<file path="src/rtl/prog_loader_pkg.sv">
// prog_loader_pkg: shared state encodings and constants for the UART program loader.
package prog_loader_pkg;
  localparam int LEN_BYTES = 4;
  typedef enum logic [2:0] {LEN = 3'd0, DATA = 3'd1, CHK = 3'd2, DONE = 3'd3, ERR = 3'd4} state_t;
  typedef enum logic [1:0] {RX_IDLE, RX_START, RX_BITS, RX_STOP} rx_state_t;
endpackage

</file>
<file path="src/rtl/prog_loader_if.sv">
// prog_loader_if: BRAM port-A write bus driven by the loader.
interface prog_loader_if;
  logic [3:0]  wea;
  logic [31:0] addra;
  logic [31:0] dia;
  modport master (output wea, addra, dia);
  modport slave  (input  wea, addra, dia);
endinterface

</file>
<file path="src/rtl/prog_loader_uart_rx.sv">
// uart_rx: synchronized 8N1 receiver with mid-bit sampling and start-bit glitch rejection.
module uart_rx
  import prog_loader_pkg::*;
#(
  parameter int CLKS_PER_BIT = 868
) (
  input  logic       clk,
  input  logic       rst_n,
  input  logic       rx,
  output logic       rx_valid,
  output logic [7:0] rx_data,
  output logic       rx_ferr
);
  localparam int CW = $clog2(CLKS_PER_BIT) + 1;
  rx_state_t st, st_n;
  logic [1:0] sync;
  logic prev, rx_s, tick;
  logic [CW-1:0] cnt;
  logic [2:0] bit_idx;
  assign rx_s = sync[1];
  assign tick = cnt == ((st == RX_START) ? CW'(CLKS_PER_BIT / 2 - 1) : CW'(CLKS_PER_BIT - 1));
  always_comb begin
    st_n = st;
    case (st)
      RX_IDLE:  st_n = (prev && !rx_s) ? RX_START : RX_IDLE;
      RX_START: st_n = tick ? (rx_s ? RX_IDLE : RX_BITS) : RX_START;
      RX_BITS:  st_n = (tick && bit_idx == 3'd7) ? RX_STOP : RX_BITS;
      default:  st_n = tick ? RX_IDLE : RX_STOP;
    endcase
  end
  always_ff @(posedge clk or negedge rst_n)
    if (!rst_n) begin
      sync <= 2'b11;
      prev <= 1'b1;
      st <= RX_IDLE;
      cnt <= '0;
      bit_idx <= '0;
      rx_data <= '0;
      rx_valid <= 1'b0;
      rx_ferr <= 1'b0;
    end else begin
      sync <= {sync[0], rx};
      prev <= rx_s;
      st <= st_n;
      cnt <= (st == RX_IDLE || tick) ? '0 : cnt + 1'b1;
      rx_valid <= 1'b0;
      rx_ferr <= 1'b0;
      if (st == RX_BITS && tick) begin
        rx_data <= {rx_s, rx_data[7:1]};
        bit_idx <= bit_idx + 1'b1;
      end
      if (st == RX_STOP && tick) begin
        rx_valid <= rx_s;
        rx_ferr <= !rx_s;
      end
    end
endmodule

</file>
<file path="src/rtl/prog_loader.sv">
// prog_loader: receives a length-prefixed, XOR-checksummed image over UART into BRAM and releases the CPU.
module prog_loader
  import prog_loader_pkg::*;
#(
  parameter int CLKS_PER_BIT = 868,
  parameter int MEM_BYTES    = 4096
) (
  input  logic                clk,
  input  logic                rst_n,
  input  logic                uart_rx,
  prog_loader_if.master       bram,
  output logic                cpu_rst_n,
  output logic                busy,
  output logic                load_done,
  output logic                load_err
);
  state_t state, state_n;
  logic rx_valid, rx_ferr;
  logic [7:0] rx_data, csum;
  logic [31:0] len, cnt, n_len;
  uart_rx #(.CLKS_PER_BIT(CLKS_PER_BIT)) u_rx (
    .clk(clk), .rst_n(rst_n), .rx(uart_rx),
    .rx_valid(rx_valid), .rx_data(rx_data), .rx_ferr(rx_ferr)
  );
  assign n_len = {rx_data, len[31:8]};
  assign busy = state == LEN || state == DATA || state == CHK;
  always_comb begin
    state_n = state;
    case (state)
      LEN:  state_n = rx_ferr ? ERR :
                      (rx_valid && cnt == 32'(LEN_BYTES - 1)) ?
                        (n_len > 32'(MEM_BYTES) ? ERR : n_len == 0 ? CHK : DATA) : LEN;
      DATA: state_n = rx_ferr ? ERR : (rx_valid && cnt == len - 32'd1) ? CHK : DATA;
      CHK:  state_n = rx_ferr ? ERR : rx_valid ? (rx_data == csum ? DONE : ERR) : CHK;
      DONE: state_n = DONE;
      default: state_n = ERR;
    endcase
  end
  always_ff @(posedge clk or negedge rst_n)
    if (!rst_n) state <= LEN;
    else state <= state_n;
  always_ff @(posedge clk or negedge rst_n)
    if (!rst_n) begin
      len <= '0;
      cnt <= '0;
      csum <= '0;
      bram.wea <= '0;
      bram.addra <= '0;
      bram.dia <= '0;
      cpu_rst_n <= 1'b0;
      load_done <= 1'b0;
      load_err <= 1'b0;
    end else begin
      bram.wea <= '0;
      if (state == LEN && rx_valid) begin
        len <= n_len;
        cnt <= (cnt == 32'(LEN_BYTES - 1)) ? '0 : cnt + 32'd1;
      end
      if (state == DATA && rx_valid) begin
        bram.wea <= 4'b0001 << cnt[1:0];
        bram.addra <= {cnt[31:2], 2'b00};
        bram.dia <= {4{rx_data}};
        csum <= csum ^ rx_data;
        cnt <= cnt + 32'd1;
      end
      cpu_rst_n <= state == DONE;
      load_done <= state == DONE;
      load_err <= state == ERR;
    end
endmodule

</file>
<file path="src/flat_wrapper.sv">
// flat-port wrapper written by rule: the top's interface ports become plain ports
module prog_loader_flat import prog_loader_pkg::*;
#(
  parameter int CLKS_PER_BIT = 868,
  parameter int MEM_BYTES    = 4096
)
  (clk, rst_n, uart_rx, cpu_rst_n, busy, load_done, load_err, bram_wea, bram_addra, bram_dia);
  prog_loader_if bram_i ();
  input  logic clk;
  input  logic rst_n;
  input  logic uart_rx;
  output logic cpu_rst_n;
  output logic busy;
  output logic load_done;
  output logic load_err;
  output wire logic [$bits(bram_i.wea)-1:0] bram_wea;
  output wire logic [$bits(bram_i.addra)-1:0] bram_addra;
  output wire logic [$bits(bram_i.dia)-1:0] bram_dia;
  assign bram_wea = bram_i.wea;
  assign bram_addra = bram_i.addra;
  assign bram_dia = bram_i.dia;
  prog_loader #(.CLKS_PER_BIT(CLKS_PER_BIT), .MEM_BYTES(MEM_BYTES)) u_core (.clk(clk), .rst_n(rst_n), .uart_rx(uart_rx), .bram(bram_i), .cpu_rst_n(cpu_rst_n), .busy(busy), .load_done(load_done), .load_err(load_err));
endmodule
</file>
<file path="config.mk">
export PLATFORM = sky130hd
export DESIGN_NAME = prog_loader_flat
export DESIGN_NICKNAME = d
export VERILOG_FILES = /design/src/rtl/prog_loader_pkg.sv /design/src/rtl/prog_loader_if.sv /design/src/rtl/prog_loader_uart_rx.sv /design/src/rtl/prog_loader.sv /design/src/flat_wrapper.sv
export SDC_FILE = /design/constraint.sdc
export NUM_CORES = 1
export LEC_CHECK = 0
export CAP_MARGIN = 20
export CELL_PAD_IN_SITES_DETAIL_PLACEMENT = 2
export CELL_PAD_IN_SITES_GLOBAL_PLACEMENT = 2
export CORE_ASPECT_RATIO = 1.2
export CORE_MARGIN = 4
export CORE_UTILIZATION = 40
export DETAILED_ROUTE_END_ITERATION = 7
export HOLD_SLACK_MARGIN = 0.02
export PLACE_DENSITY = 0.85
export SLEW_MARGIN = 40
export SYNTH_ARGS = -nofsm -noshare
export SYNTH_HDL_FRONTEND = slang
export SYNTH_HIERARCHICAL = 1
export SYNTH_SLANG_ARGS = --single-unit
</file>
<file path="constraint.sdc">
create_clock -name clk -period 7.47 [get_ports clk]
set_input_delay 0.747 -clock clk [delete_from_list [all_inputs] [get_ports clk]]
set_output_delay 0.747 -clock clk [all_outputs]
set_load 0.1 [all_outputs]
</file>
==> impl_metrics.ini, run 1 <==
[timing]
setup_viol = 0
rsz0062_at_grt = no
clock_skew_ns = 0.0116
holdWs_ns = 0.314
setup_tns_ns = 0
slew_violations = 0
slew_headroom_pct = 44.4
hold_viol = 0
finalCriticalPeriod_ns = 3.45
timing.final.crit_share_pct = 46.2
tightest_slew_ns = 0.832
fmax_mhz = 290

[layout]
drive_gt1_share_pct = 19.4
fin_cells = 1075
nets = 817
syn_to_final_growth_pct = 12.5
antenna-diode-count = 0

[routing]
routed_wl_um = 24800
avgRoutedWirePerCell_um = 23.0
viasPerCell = 5.54
drc_errors = 0
vias = 5951
drt-pass1-iter-count = 4
ant_nets = 0
drtIter0Drc = 249

[clock_network]
ctsResizeCount = 0
clock-root-buffer = clkbuf_16
cts_setup_buffers = 0
clockBufferDepth = 2
clkSinkCount = 148
cts_max_level = 4
numCtsBuffers = 17
cts_tree = built
cts_hold_buf = 0
clkTransAtPathRegs_ns = 0.07
clk_latency_ns = 0.43

[logic_synthesis]
netlist_instances = 773
synth_ff_type = dfrtp_1
syn_area_um2 = 7710
ys_async_sr_fraction_pct = 100
synthDistinctLibCells = 71
synth-seq-cells = 148
synth_edf_count = 0
synth.yosys.warnings = 6
syn_area_per_cell_um2 = 9.98
ys_seq_area_share_pct = 48.1

[run]
cap_violations = 0

[pwr]
power_density_nw_per_um2 = 203
leakagePower_nw = 4.40
ir_worst_vdd_v = 0.000142
power_mw = 1.76

[placement]
io_buffer_count = 72
routabilityCongestion = 0.917
hpwl_um = 17600
dp_cells = 1042

[worst_setup_path]
crit_type = reg2reg
critPathLaunchType = register
worst-path-max-fanout = 11
cp.required_ns = 7.82
cp-end-kind = register
arrival_ns = 3.81

[global_route]
grt_max_degree = 92
antenna_found_initial = 0
grt-ovfl-total = 0
grt_pass1_wl_um = 40100
grtUsageTotal_pct = 23.9
grt_pass1_vias = 6940

[floorplan]
die_x_um = 135
ios = 75
chipHeight_um = 160
start_util_pct = 40.8
core_area_um2 = 18900
dieArea_um2 = 21600
rows = 55

[hold_path]
min_path_type = in2async

[status]
outcome = finished, final reports clean
## path summary, 6_finish.rpt
check                                     from                   to  slack (ns)  cells after the start
min reg2reg                u_core/u_rx/sync[0]  u_core/u_rx/sync[1]        0.37                      0
max                             u_core/len[16]      u_core/state[1]        4.02                      7
min in group clk           u_core/u_rx/sync[0]  u_core/u_rx/sync[1]        0.37                      0
min                                      rst_n   u_core/bram.wea[2]        0.31                      1
max in group asynchronous                rst_n        u_core/len[7]        6.06                      2
max reg2reg                     u_core/len[16]      u_core/state[1]        4.02                      7
## area by class of cell
class / count / area, µm²
multi-input cells: 549 / 3620
repair buffers: 77 / 417
clock buffers: 21 / 460
flip-flops and latches: 148 / 3710
inverters: 13 / 48.8
clock inverters: 11 / 103
well taps: 256 / 320
fillers: 2023 / 10200
## worst max-delay path, stage by stage (launching register included)
cell	delay [ns]
dfrtp_1	0.54
nor4_2	0.55
nand4b_1	0.50
or4_1	0.65
a211oi_1	0.32
o22ai_1	0.19
or4_1	0.49
o21ai_1	0.13
## layout by cell type, fill, tap and decap left out, types with 12 or more instances in the layout
cell and n:
nand2_1 154, nand3_1 25, o21ai_0 21, or4_1 13, nor4_1 18, mux2_2 26
a21oi_1 12, clkbuf_16 17, inv_1 12, mux2_1 12, nor2_1 22, buf_2 70
nor3_1 21, xnor2_1 57, and3_1 19, dfrtp_1 145, xor2_1 27
## per-stage QoR
stage | setup slack (ns) | cell area, µm² | utilization, %
finish | 4.02 | 8680 | 45.9
global route | 3.80 | 8680 | 45.9
CTS | 4.04 | 8650 | 45.7
detailed placement | 4.06 | 8090 | 42.8
global placement | 4.04 | 8430 | 44.6
floorplan | 4.46 | 7720 | -
## cell usage after synthesis, types with 12 or more instances
master | count | area [µm²]
or4_1 | 13 | 97.6
nor3_1 | 23 | 115
o21ai_0 | 21 | 105
nor4_1 | 18 | 113
a21oi_1 | 13 | 65.1
inv_1 | 12 | 45.0
buf_4 | 27 | 203
nor2_1 | 23 | 86.3
and3_1 | 19 | 119
nand3_1 | 25 | 125
nand2_1 | 154 | 578
mux2_2 | 26 | 293
xnor2_1 | 57 | 499
xor2_1 | 27 | 236
clkbuf_1 | 27 | 101
mux2_1 | 12 | 135
dfrtp_1 | 145 | 3630
## registers in the layout (all words and copies together), names as in the netlist
register	cells
u_core/bram.addra	30
u_core/bram.dia	8
u_core/bram.wea	4
u_core/cnt	32
u_core/csum	8
u_core/len	32
u_core/load_done	1
u_core/load_err	1
u_core/state	3
u_core/u_rx/bit_idx	3
u_core/u_rx/cnt	11
u_core/u_rx/prev	1
u_core/u_rx/rx_data	8
u_core/u_rx/rx_ferr	1
u_core/u_rx/rx_valid	1
u_core/u_rx/st	2
u_core/u_rx/sync	2
## metal layers
layer | vias to the layer above | GRT usage (%) | wire length (µm)
li1 | 2709 | - | -
met1 | 3107 | 28.3 | 10200
met2 | 86 | 42.9 | 13200
met3 | 49 | 3.97 | 525
met4 | 0 | 9.35 | 830
met5 | - | 0 | 0
## power by group
part | total (mW) | internal (mW) | switching [mW]
sequential | 0.852 | 0.822 | 0.0301
clock | 0.836 | 0.477 | 0.358
combinational | 0.0699 | 0.0290 | 0.0409
## kinds of logic after synthesis
| family | share of synthesized area (%) |
|---|---|
| simple gates | 23.3 |
| other cells | 0.0486 |
| xor+xnor | 9.54 |
| compound gates | 6.68 |
| buf+inv | 5.30 |
| fa+ha+maj | 1.30 |
| flops | 48.1 |
| mux | 5.81 |
Note: power is estimated with default switching activity, not from simulation.
==> run 2, diff against run 1 <==
--- a/config.mk
+++ b/config.mk
@@ -10,10 +10,10 @@
 export CELL_PAD_IN_SITES_GLOBAL_PLACEMENT = 2
 export CORE_ASPECT_RATIO = 1.2
 export CORE_MARGIN = 4
-export CORE_UTILIZATION = 40
+export CORE_UTILIZATION = 33
 export DETAILED_ROUTE_END_ITERATION = 7
 export HOLD_SLACK_MARGIN = 0.02
-export PLACE_DENSITY = 0.85
+export PLACE_DENSITY = 0.74
 export SLEW_MARGIN = 40
 export SYNTH_ARGS = -nofsm -noshare
 export SYNTH_HDL_FRONTEND = slang
==> constraint.sdc (replaced) <==
create_clock -name clk -period 3 [get_ports clk]
set_input_delay 0.3 -clock clk [delete_from_list [all_inputs] [get_ports clk]]
set_output_delay 0.3 -clock clk [all_outputs]
set_load 0.1 [all_outputs]
==> impl_metrics.ini, run 2 (same netlist as run 1, synthesis figures left out) <==
[pwr]
combPwrFrac_pct = 4.0
p_sw_share_pct = 27.1
power_density_nw_per_um2 = 456
switchingPower_mw = 1.20
leakagePower_nw = 4.91
ir_worst_vdd_v = 0.000355
p_int_mw = 3.24
p_seq_share_pct = 47.7
p_clk_share_pct = 48.3

[timing]
hold_viol = 0
rsz0062_at_grt = yes
clock_skew_ns = 0.0135
slew_violations = 0
holdWs_ns = 0.274
slew_headroom_pct = 45.8
fmax_mhz = 329
finalCriticalPeriod_ns = 3.04
tightest_slew_ns = 0.813
setup_viol = 1
timing.final.crit_share_pct = 101
fin_ws_ns = -0.0399

[worst_setup_path]
crit_path_start = u_core/len[4]
critPathBufInv = 0
critPathLaunchType = register
worst-path-max-fanout = 6
cp.required_ns = 3.35
path_cells = or4_1 > or3_4 > a22oi_2 > nand4_4 > or4_4 > or4_4 > o21ai_1
crit_type = reg2reg
crit_family = simple AND/OR/NAND/NOR gates
cp_common_cell = or4_4
max_stage_delay_ns = 0.60
arrival_ns = 3.39
cp-end-kind = register
r2r-start = u_core/len[4]
cp_slowest_cell = or4_1

[run]
cap_violations = 0

[layout]
fin_cells = 1221
syn_to_final_growth_pct = 26.1
layout_top_registers = u_core/cnt: 32 flops, u_core/len: 32 flops, u_core/bram.addra: 30 flops
nets = 904
final_cell_mix = 158 x buf_4, 154 x nand2_1, 142 x dfrtp_1
final_common_cell = buf_4
antenna-diode-count = 0
final_cell_area_um2 = 9730
drive_gt1_share_pct = 29.6

[floorplan]
chipHeight_um = 175
ios = 75
rows = 61
die_x_um = 148
start_util_pct = 33.4
core_area_um2 = 23100
dieArea_um2 = 25900

[global_route]
grt_pass1_wl_um = 41100
busiest_layer = met2
grt-ovfl-total = 0
grtUsageMet1_pct = 23.6
grt_max_degree = 79
antenna_found_initial = 1
met2_usage_pct = 37.6
grtUsageMet3_pct = 3.77
grtUsageTotal_pct = 20.5
grt_pass1_vias = 7073

[clock_network]
clock-root-buffer = clkbuf_16
cts_max_level = 4
clkTransAtPathRegs_ns = 0.07
cts_tree = built
clk_latency_ns = 0.44
clockBufferDepth = 2
clkSinkCount = 148
numCtsBuffers = 17

[placement]
hpwl_um = 18800
dp_cells = 1177
io_buffer_count = 72
place_area_um2 = 8930
routabilityCongestion = 0.870
dp_slack_ns = -0.141

[routing]
viasPerCell = 5.13
routed_wl_um = 25600
avgRoutedWirePerCell_um = 21.0
drc_errors = 0
drtIter0Drc = 294
drt-pass1-iter-count = 4
ant_nets = 0
vias = 6262

[status]
outcome = finished, violations left
violations = setup timing

[hold_path]
min_path_type = in2reg
min_from = uart_rx
-- run 2: final timing paths --
path | to | slack, ns | cells after the start
worst max-delay path | u_core/state[1] | -0.04 | 7
worst min-delay path | u_core/u_rx/sync[0] | 0.27 | 1
worst max register to register | u_core/state[1] | -0.04 | 7
worst min register to register | u_core/u_rx/sync[1] | 0.36 | 0
max in group asynchronous | u_core/bram.addra[19] | 1.79 | 3
min in group asynchronous | u_core/bram.wea[0] | 0.35 | 2
-- run 2: cell type report --
class                           instances  area [µm²]
Inverter                               13        48.8
Fill cell                            2505       13400
Multi-Input combinational cell        549        3720
Clock inverter                         15         159
Clock buffer                           17         425
Tap cell                              315         394
Sequential cell                       148        3710
Timing Repair Buffer                  164        1270
-- run 2: metrics by stage --
step	setup TNS (ns)	util [%]	power, mW
5_1_grt	-0.114	42.1	4.65
2_1_floorplan	0	-	2.25
6_report	-0.0399	42.1	4.44
4_1_cts	-0.0143	41.7	4.52
3_5_place_dp	-0.141	38.6	2.34
3_3_place_gp	-0.0288	38.6	2.32
-- run 2: power groups by stage --
stage          Combinational, mW  Clock, mW  Sequential [mW]
2_1_floorplan              0.129          0             2.12
3_3_place_gp               0.168          0             2.15
3_5_place_dp               0.182          0             2.15
4_1_cts                    0.184       2.22             2.12
5_1_grt                    0.205       2.32             2.13
6_report                   0.177       2.14             2.12
-- run 2: timing repair --
action / in CTS / in global routing
setup endpoints to repair: 2 / 2
hold buffers: 1 / 0
hold endpoints to repair: 34 / 0
pin swaps: 13 / 7
setup buffers: 7 / 3
gates cloned: 0 / 0
gates resized for setup: 20 / 10
-- run 2: metal layers --
metal  share of wire [%]  up-vias
met3                 2.1       29
met2                  54       68
met5               0.051        -
li1                    -     2892
met1                  41     3271
met4                 2.4        2
